===== src/rtl/reaction_pkg.sv =====
`default_nettype none
// ============================================================================
//  Module   : reaction_pkg
//  Brief    : Shared state encoding, LFSR constants and default widths for
//             the reaction-time game.
//  Revision : 1.0 - initial release
// ============================================================================
package reaction_pkg;

    localparam int          c_LFSR_W      = 16;
    // Fibonacci taps 16,14,13,11 expressed as a bit mask over lfsr[15:0]
    localparam logic [15:0] c_LFSR_TAPS   = 16'hB400;
    localparam int          c_CNT_W_DEF   = 14;
    localparam int          c_MAX_MS_DEF  = 9999;

    typedef enum logic [2:0] {
        ST_IDLE   = 3'd0,
        ST_ARMED  = 3'd1,
        ST_TIMING = 3'd2,
        ST_RESULT = 3'd3,
        ST_FOUL   = 3'd4
    } state_t;

endpackage
`default_nettype wire


===== src/rtl/sync_edge.sv =====
`default_nettype none
// ============================================================================
//  Module   : sync_edge
//  Brief    : 2-flop synchroniser with a registered one-cycle rising-edge pulse.
//  Revision : 1.0 - initial release
// ============================================================================
module sync_edge (
    input  logic clk,
    input  logic rst,
    input  logic din,
    output logic rise
);

    logic r_sync1;
    logic r_sync2;
    logic r_prev;
    logic r_rise;

    always_ff @(posedge clk) begin
        if (rst) begin
            r_sync1 <= 1'b0;
            r_sync2 <= 1'b0;
            r_prev  <= 1'b0;
            r_rise  <= 1'b0;
        end else begin
            r_sync1 <= din;
            r_sync2 <= r_sync1;
            r_prev  <= r_sync2;
            r_rise  <= r_sync2 & ~r_prev;
        end
    end

    assign rise = r_rise;

endmodule
`default_nettype wire


===== src/rtl/reaction_timer.sv =====
`default_nettype none
// ============================================================================
//  Module   : reaction_timer
//  Brief    : Reaction-time game driven by a 1 ms tick from the clock divider.
//  Revision : 1.0 - initial release
// ============================================================================
module reaction_timer
    import reaction_pkg::*;
#(
    parameter int          CNT_W           = c_CNT_W_DEF,
    parameter int          MAX_MS          = c_MAX_MS_DEF,
    parameter int          DELAY_MIN_MS    = 1000,
    parameter int          DELAY_RAND_BITS = 11,
    parameter logic [15:0] LFSR_SEED       = 16'hACE1
) (
    input  logic             clk,
    input  logic             rst,
    input  logic             slowclk,
    input  logic             start,
    input  logic             react,
    output logic             led,
    output logic             busy,
    output logic             done,
    output logic             false_start,
    output logic             timeout,
    output logic [CNT_W-1:0] time_ms
);

    localparam logic [CNT_W-1:0] c_MAX    = CNT_W'(MAX_MS);
    localparam logic [CNT_W-1:0] c_MAX_M1 = CNT_W'(MAX_MS - 1);
    localparam logic [CNT_W-1:0] c_ONE    = CNT_W'(1);
    localparam logic [CNT_W-1:0] c_DMIN   = CNT_W'(DELAY_MIN_MS);

    logic                w_tick_rise;
    logic                w_start_rise;
    logic                w_react_rise;

    state_t              r_state;
    state_t              w_state_next;
    logic [CNT_W-1:0]    r_delay;
    logic [CNT_W-1:0]    w_delay_next;
    logic [CNT_W-1:0]    r_time;
    logic [CNT_W-1:0]    w_time_next;
    logic                r_timeout;
    logic                w_timeout_next;
    logic [c_LFSR_W-1:0] r_lfsr;
    logic [CNT_W-1:0]    w_delay_load;

    sync_edge u_sync_tick (
        .clk  (clk),
        .rst  (rst),
        .din  (slowclk),
        .rise (w_tick_rise)
    );

    sync_edge u_sync_start (
        .clk  (clk),
        .rst  (rst),
        .din  (start),
        .rise (w_start_rise)
    );

    sync_edge u_sync_react (
        .clk  (clk),
        .rst  (rst),
        .din  (react),
        .rise (w_react_rise)
    );

    assign w_delay_load = c_DMIN + CNT_W'(r_lfsr[DELAY_RAND_BITS-1:0]);

    always_ff @(posedge clk) begin
        if (rst) begin
            r_state   <= ST_IDLE;
            r_delay   <= '0;
            r_time    <= '0;
            r_timeout <= 1'b0;
            r_lfsr    <= LFSR_SEED;
        end else begin
            r_state   <= w_state_next;
            r_delay   <= w_delay_next;
            r_time    <= w_time_next;
            r_timeout <= w_timeout_next;
            r_lfsr    <= {r_lfsr[c_LFSR_W-2:0], ^(r_lfsr & c_LFSR_TAPS)};
        end
    end

    // React is checked before the tick so a coincident tick is never counted
    always_comb begin
        w_state_next   = r_state;
        w_delay_next   = r_delay;
        w_time_next    = r_time;
        w_timeout_next = r_timeout;
        case (r_state)
            ST_IDLE, ST_RESULT, ST_FOUL: begin
                if (w_start_rise) begin
                    w_state_next   = ST_ARMED;
                    w_delay_next   = w_delay_load;
                    w_time_next    = '0;
                    w_timeout_next = 1'b0;
                end
            end
            ST_ARMED: begin
                if (w_react_rise) begin
                    w_state_next = ST_FOUL;
                end else if (w_tick_rise) begin
                    w_delay_next = (r_delay != '0) ? r_delay - c_ONE : '0;
                    if (r_delay <= c_ONE) begin
                        w_state_next = ST_TIMING;
                        w_time_next  = '0;
                    end
                end
            end
            ST_TIMING: begin
                if (w_react_rise) begin
                    w_state_next = ST_RESULT;
                end else if (w_tick_rise) begin
                    if (r_time >= c_MAX_M1) begin
                        w_state_next   = ST_RESULT;
                        w_time_next    = c_MAX;
                        w_timeout_next = 1'b1;
                    end else begin
                        w_time_next = r_time + c_ONE;
                    end
                end
            end
            default: begin
                w_state_next = ST_IDLE;
            end
        endcase
    end

    always_comb begin
        led         = 1'b0;
        busy        = 1'b0;
        done        = 1'b0;
        false_start = 1'b0;
        timeout     = 1'b0;
        time_ms     = r_time;
        case (r_state)
            ST_ARMED:  busy = 1'b1;
            ST_TIMING: begin
                busy = 1'b1;
                led  = 1'b1;
            end
            ST_RESULT: begin
                done    = 1'b1;
                timeout = r_timeout;
            end
            ST_FOUL:   false_start = 1'b1;
            default:   ;
        endcase
    end

endmodule
`default_nettype wire


===== config.mk =====
export PLATFORM = sky130hd
export DESIGN_NAME = reaction_timer
export DESIGN_NICKNAME = d
export VERILOG_FILES = /design/src/rtl/reaction_pkg.sv /design/src/rtl/sync_edge.sv /design/src/rtl/reaction_timer.sv
export SDC_FILE = /design/constraint.sdc
export NUM_CORES = 1
export LEC_CHECK = 0
export CORE_MARGIN = 3
export CORE_UTILIZATION = 60
export DETAILED_ROUTE_END_ITERATION = 12
export PLACE_DENSITY = 0.88
export SYNTH_ARGS = -nofsm -noshare
export SYNTH_HDL_FRONTEND = slang
export SYNTH_HIERARCHICAL = 1
export SYNTH_SLANG_ARGS = --single-unit
export TNS_END_PERCENT = 100

===== constraint.sdc =====
create_clock -name clk -period 5.59 [get_ports clk]
set_input_delay 1.118 -clock clk [delete_from_list [all_inputs] [get_ports clk]]
set_output_delay 1.118 -clock clk [all_outputs]
set_load 0.02 [all_outputs]

==> results of run 1 <==
per-stage QoR:
step	area (um2)	std cells	setup WS (ps)	utilization	hold WS [ps]
after floorplan	3030	350	3110	-	387
after global placement	3280	423	2680	0.682	390
after detailed placement	3280	423	2630	0.682	393
after CTS	3520	438	2270	0.731	403
after global routing	3520	438	2130	0.731	410
final	3520	438	2280	0.731	402
worst max-delay path: cells and delay by family, from the launching register on:
| kind | cells | cell delay (ps) |
|---|---|---|
| buffers and inverters | 1 | 610 |
| flip-flops | 1 | 440 |
| AND/OR/NAND/NOR | 3 | 810 |
path summary, 6_finish.rpt:
kind	from	endpoint	slack (ps)	cells past startpoint
hold / removal	u_sync_start/r_prev	u_sync_start/rise	400	1
hold reg to reg	u_sync_start/r_prev	u_sync_start/rise	400	1
setup reg to reg	r_delay[0]	r_delay[0]	2920	7
setup / recovery	r_state[0]	busy	2280	4
cell families after synthesis:
| family | after synthesis | synth area share |
|---|---|---|
| AOI/OAI and AO/OA | 101 | 0.241 |
| buffers and inverters | 38 | 0.0491 |
| xor gates and xnor gates | 8 | 0.0231 |
| adders and majority gates | 5 | 0.0206 |
| DFF | 60 | 0.396 |
| and+or+nand+nor | 138 | 0.270 |
state kept, by name, indices dropped and copies added (netlist names):
register / count
r_lfsr: 16
r_delay: 14
time_ms: 14
r_state: 3
r_timeout: 1
u_sync_react/r_prev: 1
u_sync_react/r_sync1: 1
u_sync_react/r_sync2: 1
u_sync_react/rise: 1
u_sync_start/r_prev: 1
u_sync_start/r_sync1: 1
u_sync_start/r_sync2: 1
u_sync_start/rise: 1
u_sync_tick/r_prev: 1
u_sync_tick/r_sync1: 1
u_sync_tick/r_sync2: 1
u_sync_tick/rise: 1
routing by layer:
layer / up-vias / global-route usage
li1: 1344 / -
met1: 1319 / 0.334
met2: 101 / 0.370
met3: 13 / 0.0552
met4: 0 / 0.101
met5: - / 0
synth_stat cells (9+ instances only):
library cell	count
inv_1	16
o211ai_1	9
a21oi_1	19
clkbuf_1	16
o21ai_0	10
nor2b_1	21
nand2_1	18
nor2_1	19
nand3_1	23
a31oi_1	11
nor3_1	9
dfxtp_1	60
layout make-up:
cell class / instances / area (um2) / area share
Clock inverter: 5 / 100 / 0.0284
Tap cell: 67 / 83.8 / 0.0238
Timing Repair Buffer: 27 / 255 / 0.0725
Multi-Input combinational cell: 252 / 1680 / 0.477
Clock buffer: 10 / 138 / 0.0391
Inverter: 17 / 63.8 / 0.0181
Sequential cell: 60 / 1200 / 0.341
power by group through the flow:
stage               registers [mW]  clock network, mW  logic [mW]
floorplan                    0.462                  0       0.110
global placement             0.467                  0       0.134
detailed placement           0.468                  0       0.138
CTS                          0.458              0.475       0.139
global route                 0.461              0.499       0.155
finish                       0.458              0.469       0.142
==> impl_metrics.tcl, run 1 <==
set metrics [dict create \
    grt_pass1_vias 2528 \
    drtPass1Iterations 5 \
    postRouteAntennaNets 0 \
    drive_above_1_share 0.0970 \
    syn_area_mm2 0.00303 \
    nets 377 \
    dp_hpwl_mm 4.57 \
    grt_overflow 0 \
    synth_top_area_cell "dfxtp_1" \
    rows 25 \
    antenna_found_initial 0 \
    layout_common_cells "dfxtp_1 (60), nand3_1 (23), clkdlybuf4s50_1 (22)" \
    wl_mm 6.82 \
    path_cells "nor2b_1 > nand2b_1 > nand2_1 > clkdlybuf4s50_1" \
    ys_types 57 \
    layout_commonest_cell "dfxtp_1" \
    hold_path_class "reg -> reg" \
    p_int_uw 804 \
    yosysSeqAreaShare 0.396 \
    synthesis.nets 360 \
    maxSlewHeadroom 0.256 \
    fin_skew_ps 8.10 \
    die_w_um 77.1 \
    path_max_fanout 17 \
    status "completed" \
    grt_pass1_wl_mm 11.9 \
    fillers 373 \
    via_per_inst 6.34 \
    clock-sinks 60 \
    ir_drop_v 0.000229 \
    clock_path_buffers 2 \
    hold_buffers 0 \
    critPathMaxStageDelay_ps 610 \
    synthTopCellsByArea "dfxtp_1 (40%), nor2b_1 (4.3%), nand3_1 (3.8%)" \
    fin_crit_sh 0.593 \
    p_leak_nw 1.34 \
    finalSetupTns_ps 0 \
    slowest_stage "clkdlybuf4s50_1" \
    floorplan.die_area_mm2 0.00594 \
    wl_per_cell_um 15.6 \
    maxCapViolCount 0 \
    power_switching_uw 265 \
    wl_met2_mm 3.25 \
    power_density_mw_per_mm2 303 \
    path_class "reg -> out" \
    core_area_mm2 0.00482 \
    clkLatencyLatePin_ps 330 \
    antenna_cells 0 \
    synth_ff_type "dfxtp_1" \
    async_flop_share 0 \
    swShare 0.248 \
    p_total_mw 1.07 \
    yosysWarnings 6 \
    setup_viol 0 \
    drt_iter0_drc 285 \
    cts_htree_levels 3 \
    ios 24 \
    drt-met1-wl_mm 3.09 \
    start_util 0.629 \
    fmax_ghz 0.302 \
    rsz0062_at_grt "false" \
    pwr-share-clk 0.439 \
    root_buffer "clkbuf_8" \
    cts_buffers 9 \
    synth_seq_cells 60 \
    comb_power_share 0.133 \
    pwr-share-seq 0.429 \
    post-route-min-period_ps 3310 \
    synthCells 350 \
    tightest_slew_ps 1120 \
    crit_path_start_kind "flip-flop" \
    cts_resized 0 \
    avgSynthCellArea_um2 8.66 \
    crit_required_ps 4470 \
    path_clk_slew_ps 60 \
    die_h_um 77.1 \
    post_cts_buffers 0 \
    synthToLayoutAreaGrowth_pct 16.2 \
    slew_viol_final 0 \
    arrival_ps 2200 \
    num_vias 2777 \
    final_hold_viol_count 0 \
    portBuffers 23 \
    synth_top_cell_area_share 0.396 \
    synth_edf_count 0 \
    gp_congestion 0.870 \
    cp-end-kind "output pin" \
    top_layer "met4" \
    wl_met3_um 371 \
    grt_use_total 0.244 \
    grt_max_degree 56 \
    route.detailed.drc 0 \
    tritoncts "done" \
]
(Power assumes the default switching activity.)
==> run 2: changes to the inputs <==
- CORE_UTILIZATION: 60 -> 58
- PLACE_DENSITY: 0.88 -> 0.85
- clock period: 5.59 -> 3.1 ns (I/O delays scaled with it)
==> impl_metrics.tcl, run 2 (synthesis gave the netlist of run 1 again) <==
set metrics [dict create \
    ios 24 \
    antenna_cells 0 \
    nets 380 \
    status "completed" \
    core_area_mm2 0.00488 \
    via_per_inst 6.34 \
    wl_mm 7.01 \
    post-route-min-period_ps 2770 \
    top_register "r_lfsr" \
    fmax_ghz 0.361 \
    hold_buffers 0 \
    fin_skew_ps 8.05 \
    stdcell_area_mm2 0.00349 \
    cts_buffers 9 \
    cp-end-kind "output pin" \
    wl_per_cell_um 15.9 \
    place_inst 426 \
    route.detailed.drc 0 \
    postRouteAntennaNets 0 \
    clkLatencyLatePin_ps 330 \
    fin_crit_sh 0.894 \
    layout_commonest_cell "dfxtp_1" \
    ir_drop_v 0.000440 \
    setup_viol 0 \
    tightest_slew_ps 767 \
    post_cts_buffers 0 \
    rrSetupSlack_ps 730 \
    crit_path_start_kind "flip-flop" \
    grt_use_total 0.249 \
    die_h_um 78.3 \
    path_clk_slew_ps 70 \
    seqCellArea_mm2 0.00120 \
    synthToLayoutAreaGrowth_pct 15.2 \
    grt_pass1_vias 2639 \
    start_util 0.621 \
    grt_max_degree 30 \
    maxSlewHeadroom 0.485 \
    largest_register_ffs 16 \
    fin_cells 442 \
    final_core_util 0.715 \
    root_buffer "clkbuf_8" \
    hold_path_class "reg -> reg" \
    final_hold_viol_count 0 \
    tritoncts "done" \
    multi_input_area_mm2 0.00168 \
    path_class "reg -> out" \
    path_max_fanout 11 \
    gp_congestion 0.840 \
    dp_hpwl_mm 4.82 \
    finalSetupTns_ps 0 \
    slew_viol_final 0 \
    drive_above_1_share 0.101 \
    grt_overflow 0 \
    layout_common_cells "dfxtp_1 (60), nand3_1 (23), clkdlybuf4s50_1 (22)" \
    whs_ps 406 \
    floorplan.die_area_mm2 0.00613 \
    grt_pass1_wl_mm 12.2 \
    portBuffers 23 \
    drt_iter0_drc 401 \
    cts_htree_levels 3 \
    power_density_mw_per_mm2 503 \
    fillers 376 \
    p_leak_nw 1.32 \
    maxCapViolCount 0 \
    drtPass1Iterations 6 \
    arrival_ps 2150 \
    antenna_found_initial 0 \
    cts_resized 0 \
    die_w_um 78.3 \
    crit_required_ps 2480 \
    clock_path_buffers 2 \
    placed_area_mm2 0.00331 \
    rsz0062_at_grt "false" \
    clock-sinks 60 \
    rows 25 \
    num_vias 2801 \
]
## run 2: cell types whose count changed in the layout (fill, tap and decap cells not counted)
cell,previous run,this run
buf_4,4,7
clkinvlp_4,0,1
clkbuf_8,10,9
clkinv_2,2,3
bufinv_16,3,1
clkbuf_1,0,2
## run 2: routing by layer
layer | global-route usage | part of all wire | vias up
met5 | 0 | 0 | -
met4 | 0.121 | 0.028 | 0
met3 | 0.0470 | 0.065 | 20
met2 | 0.390 | 0.46 | 125
met1 | 0.328 | 0.45 | 1307
li1 | - | - | 1349
## run 2: layout make-up
cell class                 count  share of cell area
multi-input combinational    252               0.481
clock inverter                 5              0.0151
clock buffer                  11              0.0376
tap                           67              0.0240
sequential                    60               0.344
timing repair buffer          30              0.0796
inverter                      17              0.0183
## run 2: worst max-delay path: stages, from the launching register on
cell             delay, ps
dfxtp_1                500
nor2b_1                360
nand2_1                150
inv_1                  170
clkdlybuf4s50_1        630
## run 2: report_power, final
group          internal, mW  total (mW)  switching, mW
clock network         0.367       0.666          0.299
logic                 0.105       0.261          0.155
registers             0.801       0.828         0.0275
total                  1.27        1.76          0.482
## run 2: path summary, 6_finish.rpt
| path | endpoint | depth (start not counted) | start |
|---|---|---|---|
| setup reg to reg | time_ms[8] | 7 | r_delay[0] |
| hold reg to reg | u_sync_start/rise | 1 | u_sync_start/r_prev |
| hold / removal | u_sync_start/rise | 1 | u_sync_start/r_prev |
| setup / recovery | led | 4 | r_state[1] |
## run 2: metrics by stage
| stage | setup WS, ps | total power [mW] |
|---|---|---|
| after floorplan | 1100 | 1.03 |
| after global placement | 807 | 1.09 |
| after detailed placement | 685 | 1.10 |
| after CTS | 332 | 1.76 |
| after global routing | 189 | 1.83 |
| final | 329 | 1.76 |
==> run 3: changes to the inputs <==
- SYNTH_HIERARCHICAL: 1 -> unset
==> impl_metrics.tcl, run 3 <==
set metrics [dict create \
    place_ws_ps 751 \
    yosysMostFrequentCell "dfxtp_1" \
    clock_path_buffers 2 \
    clkLatencyLatePin_ps 330 \
    dp_hpwl_mm 4.90 \
    synthTopCellsByArea "dfxtp_1 (40%), nor2b_1 (5.0%), a32o_1 (3.0%)" \
    synthCells 347 \
    largest_register_ffs 16 \
    syn_area_mm2 0.00301 \
    crit_path_start_kind "flip-flop" \
    top_register "r_lfsr" \
    ys_top_cells_by_count "dfxtp_1 (60), nor2b_1 (24), nand2_1 (23)" \
    setup_viol 0 \
    async_flop_share 0 \
    ys_types 62 \
    power_switching_uw 828 \
    route.detailed.drc 0 \
    synth_ff_type "dfxtp_1" \
    antenna_found_initial 0 \
    postRouteAntennaNets 0 \
    synth_top_cell_area_share 0.399 \
    yosysSeqAreaShare 0.399 \
    grt_max_degree 37 \
    path_class "reg -> out" \
    synth_top_area_cell "dfxtp_1" \
    cts_htree_levels 3 \
    cts_buffers 9 \
    fillers 389 \
    status "completed" \
    drtPass1Iterations 5 \
    gp_congestion 0.941 \
    synth_seq_cells 60 \
    layout_commonest_cell "dfxtp_1" \
    hold_path_class "reg -> reg" \
    cts_resized 0 \
    portBuffers 23 \
    post_cts_buffers 0 \
    maxSlewHeadroom 0.517 \
    pwr-share-clk 0.316 \
    synthesis.nets 357 \
    rsz0062_at_grt "false" \
    die_w_um 78.0 \
    layout_common_cells "dfxtp_1 (60), nor2b_1 (24), nand2_1 (23)" \
    p_int_mw 1.56 \
    nets 380 \
    finalSetupTns_ps 0 \
    fmax_ghz 0.364 \
    tightest_slew_ps 707 \
    final_hold_viol_count 0 \
    fin_ws_ps 352 \
    crit_required_ps 2480 \
    drive_above_1_share 0.104 \
    num_vias 2786 \
    drt_iter0_drc 272 \
    post-route-min-period_ps 2750 \
    grt_overflow 0 \
    pwr-share-seq 0.368 \
    p_leak_nw 1.23 \
    clock-sinks 60 \
    swShare 0.347 \
    hold_depth 1 \
    synth_edf_count 0 \
    root_buffer "clkbuf_8" \
    rr_worst_depth 5 \
    power_density_mw_per_mm2 681 \
    grt_use_total 0.244 \
    ios 24 \
    grt_pass1_vias 2562 \
    rows 25 \
    multi_input_area_mm2 0.00169 \
    grt_pass1_wl_mm 11.8 \
    comb_power_share 0.316 \
    path_clk_slew_ps 70 \
    die_h_um 78.0 \
    via_per_inst 6.30 \
    fin_skew_ps 10.6 \
    maxCapViolCount 0 \
    start_util 0.617 \
    path_max_fanout 12 \
    floorplan.die_area_mm2 0.00609 \
    fin_crit_sh 0.887 \
    avgSynthCellArea_um2 8.68 \
    arrival_ps 2130 \
    slew_viol_final 0 \
    antenna_cells 0 \
    tritoncts "done" \
    yosysWarnings 0 \
    cp-end-kind "output pin" \
    synthToLayoutAreaGrowth_pct 16.3 \
    core_area_mm2 0.00488 \
    hold_buffers 0 \
    seqCellArea_mm2 0.00120 \
    wl_mm 7.14 \
    wl_per_cell_um 16.1 \
    ir_drop_v 0.000424 \
]
==> run 3: cell types whose count changed after synthesis, moves of 4 or more <==
cell      previous run  this run
o32a_1               4         0
buf_2                5         1
clkbuf_1            16        12
nor3_1               9        14
nand3_1             23        13
o22a_1               5         0
a22oi_1              7         2
a32o_1               0         9
o21ai_1              0         4
nand2_1             18        23
o21ai_0             10        15
==> run 3: routing by layer <==
metal / global-route usage / wire length, um / vias to the layer above
li1: - / - / 1349
met1: 0.326 / 3380 / 1317
met2: 0.369 / 3190 / 103
met3: 0.0528 / 435 / 17
met4: 0.129 / 134 / 0
met5: 0 / 0 / -
==> run 3: power groups by stage <==
stage / Combinational [mW] / Sequential, mW / Clock (mW)
6_report: 0.753 / 0.878 / 0.754
5_1_grt: 0.826 / 0.884 / 0.801
4_1_cts: 0.742 / 0.875 / 0.764
3_5_place_dp: 0.734 / 0.892 / 0
3_3_place_gp: 0.731 / 0.891 / 0
2_1_floorplan: 0.593 / 0.857 / 0
==> run 3: cells by family after synthesis <==
family,count (synthesis),synth area share
AOI/OAI and AO/OA,105,0.259
xor gates and xnor gates,9,0.0262
adders and majority gates,5,0.0208
buffers and inverters,30,0.0403
DFF,60,0.399
muxes,2,0.00665
and+or+nand+nor,136,0.248
==> run 3: final cells by class <==
cell class | instances | share of cell area
multi-input cells | 257 | 0.482
flip-flops and latches | 60 | 0.343
repair buffers | 27 | 0.0729
clock buffers | 9 | 0.0354
clock inverters | 7 | 0.0261
well taps | 67 | 0.0240
inverters | 15 | 0.0161
==> run 3: path summary, 6_finish.rpt <==
kind | from | end | slack (ps)
max | r_state[2] | led | 350
min | u_sync_react.r_prev | u_sync_react.rise | 390
max reg2reg | r_delay[9] | time_ms[9] | 780
min reg2reg | u_sync_react.r_prev | u_sync_react.rise | 390
==> run 3: metrics by stage <==
stage / hold slack [ps] / power [mW] / cells / instance area (um2) / utilization
floorplan: 367 / 1.45 / 347 / 3010 / -
global placement: 372 / 1.62 / 426 / 3280 / 0.673
detailed placement: 386 / 1.63 / 426 / 3280 / 0.673
CTS: 395 / 2.38 / 442 / 3500 / 0.717
global route: 398 / 2.51 / 442 / 3500 / 0.717
finish: 391 / 2.38 / 442 / 3500 / 0.717
==> run 3: worst max-delay path, cell delays in order (launching register included) <==
cell and delay, ps:
dfxtp_1 420, nand2b_1 250, nand2b_1 250, inv_1 230
clkdlybuf4s50_1 650
